===== src/rtl/if_fetch.sv =====
// Instruction-fetch front end: owns the PC, issues one word fetch at a time, delivers (pc, instr) to IF/ID.
// Latency: a request accepted in cycle N with its response in cycle M delivers in cycle M+1 (one instruction per 2 cycles with a zero-wait imem).
// Backpressure: imem_req_ready low holds the request and the PC; stall_in withholds issue and parks one response in a hold buffer.
// Optional feature: define FETCH_MISALIGN_CHK_EN to add fetch_misalign_out, which flags redirect targets with nonzero bits [1:0].
module if_fetch #(
  parameter logic [31:0] RESET_PC  = 32'h0000_0000,
  parameter logic [31:0] NOP_INSTR = 32'h0000_0013
) (
  input  logic        clk,
  input  logic        rst,
  input  logic        stall_in,
  input  logic        redirect_valid,
  input  logic [31:0] redirect_pc,
  output logic        imem_req_valid,
  output logic [31:0] imem_req_addr,
  input  logic        imem_req_ready,
  input  logic        imem_rsp_valid,
  input  logic [31:0] imem_rsp_data,
  output logic [31:0] PC_line_out,
  output logic [31:0] instruct_data_line_out,
  output logic        inst_valid_out,
  output logic        if_flush_out
`ifdef FETCH_MISALIGN_CHK_EN
  ,
  output logic        fetch_misalign_out
`endif
);

  typedef enum logic [1:0] {
    S_REQ  = 2'd0,
    S_WAIT = 2'd1,
    S_HOLD = 2'd2
  } state_t;

  state_t      state_q, state_n;
  logic [31:0] pc_q, pc_n;
  logic [31:0] req_pc_q, req_pc_n;
  logic        drop_q, drop_n;
  logic [31:0] hold_pc_q, hold_pc_n;
  logic [31:0] hold_dat_q, hold_dat_n;

  logic        dlv;
  logic [31:0] dlv_pc;
  logic [31:0] dlv_dat;
  logic        req_fire;
  logic [31:0] redir_tgt;

  // The request is combinational so a stall withdraws it in the same cycle.
  assign imem_req_valid = !rst && (state_q == S_REQ) && !stall_in;
  assign imem_req_addr  = pc_q;
  assign req_fire       = imem_req_valid && imem_req_ready;
  // Fetches are word-granular; the low two target bits never reach the PC.
  assign redir_tgt      = redirect_pc & ~32'h0000_0003;

  // Next-state, PC and delivery selection; a redirect overrides stall and response handling.
  always_comb begin
    state_n    = state_q;
    pc_n       = pc_q;
    req_pc_n   = req_pc_q;
    drop_n     = drop_q;
    hold_pc_n  = hold_pc_q;
    hold_dat_n = hold_dat_q;
    dlv        = 1'b0;
    dlv_pc     = req_pc_q;
    dlv_dat    = imem_rsp_data;

    if (redirect_valid) begin
      pc_n = redir_tgt;
      case (state_q)
        S_REQ: begin
          // A request accepted alongside the redirect is already stale.
          if (req_fire) begin
            state_n = S_WAIT;
            drop_n  = 1'b1;
          end
        end
        S_WAIT: begin
          if (imem_rsp_valid) begin
            state_n = S_REQ;
            drop_n  = 1'b0;
          end else begin
            drop_n  = 1'b1;
          end
        end
        S_HOLD: begin
          state_n = S_REQ;
        end
        default: begin
          state_n = S_REQ;
        end
      endcase
    end else begin
      case (state_q)
        S_REQ: begin
          if (req_fire) begin
            pc_n     = pc_q + 32'd4;
            req_pc_n = pc_q;
            state_n  = S_WAIT;
          end
        end
        S_WAIT: begin
          if (imem_rsp_valid) begin
            if (drop_q) begin
              drop_n  = 1'b0;
              state_n = S_REQ;
            end else if (!stall_in) begin
              dlv     = 1'b1;
              state_n = S_REQ;
            end else begin
              hold_pc_n  = req_pc_q;
              hold_dat_n = imem_rsp_data;
              state_n    = S_HOLD;
            end
          end
        end
        S_HOLD: begin
          if (!stall_in) begin
            dlv     = 1'b1;
            dlv_pc  = hold_pc_q;
            dlv_dat = hold_dat_q;
            state_n = S_REQ;
          end
        end
        default: begin
          state_n = S_REQ;
        end
      endcase
    end
  end

  // Fetch control state.
  always_ff @(posedge clk) begin
    if (rst) begin
      state_q    <= S_REQ;
      pc_q       <= RESET_PC;
      req_pc_q   <= 32'h0;
      drop_q     <= 1'b0;
      hold_pc_q  <= 32'h0;
      hold_dat_q <= NOP_INSTR;
    end else begin
      state_q    <= state_n;
      pc_q       <= pc_n;
      req_pc_q   <= req_pc_n;
      drop_q     <= drop_n;
      hold_pc_q  <= hold_pc_n;
      hold_dat_q <= hold_dat_n;
    end
  end

  // Registered delivery toward IF/ID; PC/instruction hold between deliveries.
  always_ff @(posedge clk) begin
    if (rst) begin
      PC_line_out            <= 32'h0;
      instruct_data_line_out <= NOP_INSTR;
      inst_valid_out         <= 1'b0;
      if_flush_out           <= 1'b0;
    end else begin
      inst_valid_out <= dlv;
      if_flush_out   <= redirect_valid;
      if (dlv) begin
        PC_line_out            <= dlv_pc;
        instruct_data_line_out <= dlv_dat;
      end
    end
  end

`ifdef FETCH_MISALIGN_CHK_EN
  // One-cycle misalignment flag, aligned with the flush pulse.
  always_ff @(posedge clk) begin
    if (rst) begin
      fetch_misalign_out <= 1'b0;
    end else begin
      fetch_misalign_out <= redirect_valid && (redirect_pc[1:0] != 2'b00);
    end
  end
`endif

endmodule


===== config.mk =====
export PLATFORM = sky130hd
export DESIGN_NAME = if_fetch
export DESIGN_NICKNAME = d
export VERILOG_FILES = /design/src/rtl/if_fetch.sv
export SDC_FILE = /design/constraint.sdc
export NUM_CORES = 1
export LEC_CHECK = 0
export CAP_MARGIN = 20
export CORE_MARGIN = 8
export CORE_UTILIZATION = 55
export CTS_CLUSTER_SIZE = 20
export DETAILED_ROUTE_END_ITERATION = 10
export MAX_ROUTING_LAYER = met4
export PLACE_DENSITY = 0.85
export RECOVER_POWER = 100
export REMOVE_ABC_BUFFERS = 1
export SLEW_MARGIN = 20
export SYNTH_ARGS = -nofsm -noshare
export SYNTH_HDL_FRONTEND = slang
export SYNTH_SLANG_ARGS = --single-unit

===== constraint.sdc =====
create_clock -name clk -period 6 [get_ports clk]
set_input_delay 1.8 -clock clk [delete_from_list [all_inputs] [get_ports clk]]
set_output_delay 1.8 -clock clk [all_outputs]
set_load 0.1 [all_outputs]

==> results of run 1 <==
[worst max-delay path: cells and delay by family]
kind            cells  cell delay, ps
compound gates      1             170
buf+inv             5            3020
simple gates        2             400
[power breakdown]
part           leakage [nW]  switching, mW  internal, mW
logic                  1.75          0.209        0.0905
registers              1.56         0.0301          1.30
clock network         0.304          0.494         0.693
[final timing paths]
path | to | slack [ps] | depth (start not counted)
min reg2reg | PC_line_out[1]$_SDFFE_PP0P_ | 450 | 2
max | hold_dat_q[25]$_SDFFE_PP0P_ | 940 | 8
max reg2reg | imem_req_addr[26]$_SDFFE_PP0P_ | 2540 | 7
min | PC_line_out[1]$_SDFFE_PP0P_ | 450 | 2
[stage by stage]
step,hold slack [ps],setup slack (ps),utilization
2_1_floorplan,430,-3310,-
3_3_place_gp,437,1270,0.681
3_5_place_dp,446,1270,0.681
4_1_cts,455,1250,0.723
5_1_grt,468,646,0.720
6_report,449,936,0.720
[flip-flops by register name (all words and copies together), names as in the netlist]
signal                  count
state_q                     2
hold_dat_q                 32
instruct_data_line_out     32
PC_line_out                32
inst_valid_out              1
if_flush_out                1
drop_q                      1
imem_req_addr              30
hold_pc_q                  32
req_pc_q                   30
[metal layers]
layer,up-vias,part of all wire,global-route usage
li1,3708,-,-
met1,3466,0.43,0.283
met2,303,0.46,0.368
met3,41,0.085,0.0740
met4,0,0.020,0.0875
met5,-,0,-
[area by class of cell]
cell class,count,area (um2),area share
clock buffers,21,470,0.0448
multi-input cells,697,4000,0.381
clock inverters,11,151,0.0144
well taps,184,230,0.0219
repair buffers,180,1740,0.166
inverters,12,45.0,0.00429
flip-flops and latches,193,3860,0.368
[layout by cell type, fill, tap and decap left out, types with 4 or more instances in the layout]
| master | n |
|---|---|
| or4_1 | 4 |
| nor4_1 | 8 |
| dlygate4sd3_1 | 98 |
| ha_1 | 4 |
| o31ai_1 | 6 |
| a21o_1 | 4 |
| a21oi_1 | 100 |
| nor3_1 | 11 |
| a311oi_1 | 12 |
| a211o_1 | 4 |
| buf_4 | 11 |
| clkbuf_16 | 17 |
| dfxtp_1 | 193 |
| nor3b_1 | 4 |
| a211oi_1 | 67 |
| o211ai_1 | 5 |
| and4_1 | 6 |
| mux2i_1 | 62 |
| and2_1 | 6 |
| nor2_1 | 89 |
| nand2_1 | 208 |
| inv_1 | 11 |
| nand4_1 | 16 |
| nand3_1 | 15 |
| nand3b_1 | 4 |
| xnor2_1 | 6 |
| clkdlybuf4s50_1 | 64 |
| clkbuf_1 | 5 |
| and3_1 | 9 |
[kinds of logic after synthesis]
| logic type | count (synthesis) |
|---|---|
| simple gates | 400 |
| compound gates | 221 |
| buf+inv | 90 |
| fa+ha+maj | 4 |
| flops | 193 |
| xor+xnor | 8 |
| mux | 62 |
| other cells | 1 |
[synth_stat cells, types with 8 or more instances]
cell type / count
nand2_1: 208
dfxtp_1: 193
a21oi_1: 100
nor2_1: 89
a211oi_1: 67
mux2i_1: 62
clkbuf_1: 51
buf_2: 18
nand3_1: 16
nand4_1: 15
a311oi_1: 12
inv_1: 11
nor3_1: 11
and3_1: 9
nor4_1: 8
==> qor.csv, run 1 <==
stage,metric,value,unit
layout,fill_cells,1126,
timing,timing.slew.headroom,-0.245,
critical_path,path_class,input port to flop,
floorplanning,ios,169,
min_path,min-delay-start,PC_line_out[1]$_SDFFE_PP0P_,
placement,numPlacedInstances,1266,
clock_network,cts.hold.buffers_added,0,
yosys,synth_seq_area_share,0.469,
placement,place_hpwl,15000,um
placement,portBuffers,164,
clock_network,root_buffer,clkbuf_16,
timing,max_freq,197,MHz
min_path,min_path_type,flop to flop,
floorplanning,die-width,138,um
global_route,gr-total-overflow,0,
floorplanning,die_area,19200,um2
floorplanning,start_util,0.565,
global_route,grt_pass1_vias,7032,
critical_path,cp.arrival,5410,ps
drt,antenna_left,0,
yosys,syn_area,8240,um2
yosys,synth_fa_ha_area_frac,0.00607,
drt,drt-wirelength-per-cell,17.6,um
timing,final-hold-violation-count,0,
layout,fin_nets,1175,
power_and_ir_drop,leakagePower,3.62,nW
critical_path,required,6350,ps
clock_network,cts_buffers,17,
yosys,synthXorXnorAreaFrac,0.00850,
critical_path,cp_slowest_cell,dlygate4sd3_1,
clock_network,path_clk_slew,70,ps
yosys,muxShareOfSynthArea,0.0753,
layout,final_layout_size_suffix_gt1_frac,0.0458,
floorplanning,rows,44,
critical_path,path_cells,dlygate4sd3_1 > clkbuf_1 > clkinv_1 > clkbuf_1 > nand3_2 > buf_4 > nand2_1 > a21oi_1,
critical_path,start_kind,input port,
placement,dpl_cell_area,9930,um2
timing,rsz0062_at_grt,no,
clock_network,cts_buffer_depth,2,
clock_network,cts_tree,yes,
drt,drt-initial-drc-count,549,
global_route,grt_usage,0.237,
yosys,synth-edff-count,0,
global_route,antenna_found_initial,0,
clock_network,cts.sinks,193,
drt,routed_via_density,5.79,
timing,fin_crit_sh,0.844,
critical_path,crit_top_cell,clkbuf_1,
timing,min_period,5060,ps
clock_network,htree_levels,4,
yosys,synth-simple-area-share,0.222,
yosys,ys_seq_elements,193,
floorplanning,coreArea,14600,um2
power_and_ir_drop,ir_worst_vdd,208,uV
run_status,outcome,finished with violations,
global_route,grt_pass1_wl,36600,um
yosys,synth-async-reset-ratio,0,
yosys,synth-compound-area-share,0.173,
clock_network,cts_setup_buffers,0,
timing,tightestPinTransition,1870,ps
yosys,yosysUniqueCellTypes,59,
drt,drc,0,
yosys,synth_top_family_by_area,simple AND/OR/NAND/NOR gates,
global_route,grt_max_degree,94,
drt,num_vias,7518,
yosys,ys.flop_type,dfxtp_1,
yosys,yosys.area.top_type_share,0.469,
timing,tns,0,ps
timing,setup_viol,0,
yosys,avgSynthCellArea,8.42,um2
critical_path,critPathMaxStageDelay,910,ps
drt,drt_first_pass_iters,5,
yosys,synthTopCellsByArea,"dfxtp_1, nand2_1, mux2i_1, a211oi_1, a21oi_1",
layout,instances_no_fill,1298,
floorplanning,die_y,138,um
layout,final_area,10500,um2
job,maxCapViolations,3,
critical_path,cp_max_fo,43,
critical_path,reg2reg_from,state_q[1]$_SDFFE_PP0P_,
layout,area.growth.synth_to_final,27.5,%
yosys,yosysWarnings,0,
run_status,violations,"capacitance limit, slew limit",
power_and_ir_drop,finalPower,2.82,mW
placement,gp_routability_congestion,0.999,
yosys,synth.largest_area_cell,dfxtp_1,
critical_path,crit_start,redirect_valid,
clock_network,insertion_delay,430,ps
layout,antenna_cells,0,
timing,fin_skew,6.38,ps
clock_network,cts_resized,0,
critical_path,worst_setup_path_end_kind,flop,
drt,wirelength,22800,um
yosys,netlist_instances,979,
timing,slew_violations,136,
power_and_ir_drop,power_density,268,nW/um2
(Power assumes the default switching activity.)
==> run 2: changes to the inputs <==
- CORE_UTILIZATION: 55 -> 46
- PLACE_DENSITY: 0.85 -> 0.76
- clock period: 6 -> 4.38 ns (I/O delays scaled with it)
==> qor.csv, run 2 (synthesis gave the netlist of run 1 again) <==
stage,metric,value,unit,change
timing,tns,0,ps,unchanged
timing,layout_setup_ws,368,ps,was 936 ps
power_and_ir_drop,p_switching,0.980,mW,was 0.733 mW
drt,num_vias,7399,,was 7518
drt,wirelength,22500,um,was 22800 um
clock_network,cts_resized,0,,unchanged
drt,antenna_left,0,,unchanged
layout,fin_nets,1179,,was 1175
global_route,grt_pass1_vias,7145,,was 7032
run_status,outcome,finished with violations,,unchanged
global_route,grt_usage,0.206,,was 0.237
clock_network,cts.sinks,193,,unchanged
power_and_ir_drop,pwr-share-clk,0.414,,was 0.421
layout,instances_no_fill,1348,,was 1298
clock_network,cts.hold.buffers_added,0,,unchanged
run_status,violations,"capacitance limit, slew limit",,unchanged
layout,fill_cells,1607,,was 1126
layout,final_layout_size_suffix_gt1_frac,0.0465,,was 0.0458
floorplanning,rows,49,,was 44
layout,postLayoutCoreUtil,0.595,,was 0.720
drt,drt-wirelength-per-cell,16.7,um,was 17.6 um
layout,final_common_cell,nand2_1,,unchanged
clock_network,cts_buffers,17,,unchanged
placement,numPlacedInstances,1315,,was 1266
floorplanning,die-width,150,um,was 138 um
power_and_ir_drop,pwr-share-seq,0.479,,was 0.472
timing,tightestPinTransition,1630,ps,was 1870 ps
floorplanning,ios,169,,unchanged
layout,area.growth.synth_to_final,28.3,%,was 27.5%
critical_path,cp.arrival,2700,ps,was 5410 ps
placement,place_hpwl,15300,um,was 15000 um
drt,drc,0,,unchanged
clock_network,cts_setup_buffers,0,,unchanged
power_and_ir_drop,ir_worst_vdd,255,uV,was 208 uV
drt,drt_first_pass_iters,5,,unchanged
clock_network,root_buffer,clkbuf_16,,unchanged
clock_network,htree_levels,4,,unchanged
job,maxCapViolations,2,,was 3
critical_path,required,3070,ps,was 6350 ps
timing,fin_crit_sh,0.916,,
layout,layout_common_cells,"nand2_1, dfxtp_1, a21oi_1",,unchanged
power_and_ir_drop,comb_power_share,0.107,,was 0.106
global_route,grt_max_degree,67,,was 94
global_route,grt_pass1_wl,36300,um,was 36600 um
power_and_ir_drop,leakagePower,3.62,nW,about the same
power_and_ir_drop,sw_frac_of_total,0.258,,was 0.260
critical_path,start_kind,input port,,unchanged
floorplanning,die_area,22500,um2,was 19200 um2
timing,slew_violations,92,,was 136
timing,fin_skew,7.76,ps,was 6.38 ps
clock_network,path_clk_slew,60,ps,was 70 ps
power_and_ir_drop,p_int,2.82,mW,was 2.08 mW
timing,min_period,4010,ps,
placement,portBuffers,164,,unchanged
critical_path,cp_max_fo,9,,was 43
timing,timing.slew.headroom,-0.0865,,was -0.245
clock_network,cts_buffer_depth,2,,unchanged
timing,final-hold-violation-count,0,,unchanged
clock_network,cts_tree,yes,,unchanged
global_route,gr-total-overflow,0,,unchanged
min_path,min_path_type,flop to flop,,unchanged
placement,gp_routability_congestion,0.907,,was 0.999
drt,drt-initial-drc-count,427,,was 549
placement,dpl_cell_area,10100,um2,was 9930 um2
global_route,antenna_found_initial,1,,was 0
critical_path,worst_setup_path_end_kind,primary output,,was flop
clock_network,insertion_delay,420,ps,was 430 ps
timing,max_freq,249,MHz,
power_and_ir_drop,finalPower,3.80,mW,was 2.82 mW
critical_path,path_class,input port to primary output,,was input port to flop
layout,final_area,10600,um2,was 10500 um2
floorplanning,start_util,0.463,,was 0.565
floorplanning,coreArea,17800,um2,was 14600 um2
timing,hold_slack,453,ps,was 449 ps
placement,dp_slack,564,ps,was 1270 ps
power_and_ir_drop,power_density,360,nW/um2,was 268 nW/um2
drt,routed_via_density,5.49,,was 5.79
floorplanning,die_y,150,um,was 138 um
timing,rsz0062_at_grt,no,,unchanged
timing,setup_viol,0,,unchanged
==> run 2: changes by cell type in the layout (fill, tap and decap cells not counted), moves of 3 or more <==
cell,delta
buf_12,+3
buf_4,-5
clkbuf_1,+5
clkbuf_2,+4
==> run 2: final cells by class <==
class,count,area (um2),share of cell area
multi-input cells,697,4000,0.378
flip-flops and latches,193,3860,0.365
repair buffers,184,1770,0.168
clock buffers,24,502,0.0475
well taps,229,287,0.0271
clock inverters,8,100,0.00947
inverters,12,45.0,0.00426
diodes,1,2.50,0.000237
==> run 2: path summary, 6_finish.rpt <==
kind                              startpoint                                      to  slack, ps  cells after the start
setup / recovery                    stall_in                          imem_req_valid        370                      3
hold / removal    hold_pc_q[24]$_SDFFE_PP0P_              hold_pc_q[24]$_SDFFE_PP0P_        450                      2
setup reg to reg     state_q[0]$_SDFFE_PP0P_  instruct_data_line_out[0]$_SDFFE_PP1P_       1440                      7
hold reg to reg   hold_pc_q[24]$_SDFFE_PP0P_              hold_pc_q[24]$_SDFFE_PP0P_        450                      2
==> run 2: power groups by stage <==
stage | combinational [mW] | clock [mW] | sequential, mW
2_1_floorplan | 0.0982 | 0 | 2.00
3_3_place_gp | 0.418 | 0 | 1.86
3_5_place_dp | 0.420 | 0 | 1.86
4_1_cts | 0.422 | 1.62 | 1.82
5_1_grt | 0.428 | 1.69 | 1.83
6_report | 0.406 | 1.58 | 1.82
==> run 2: metal layers <==
metal	routed length, um	vias to the layer above	part of all wire	GRT usage
li1	-	3716	-	-
met4	535	0	0.024	0.0705
met1	10300	3433	0.46	0.255
met2	10400	208	0.46	0.326
met3	1270	42	0.056	0.0445
met5	0	-	0	-
==> run 2: worst max-delay path, cell delays in order <==
cell and delay (ps):
dlygate4sd3_1 660, nor3_1 220, clkbuf_2 500
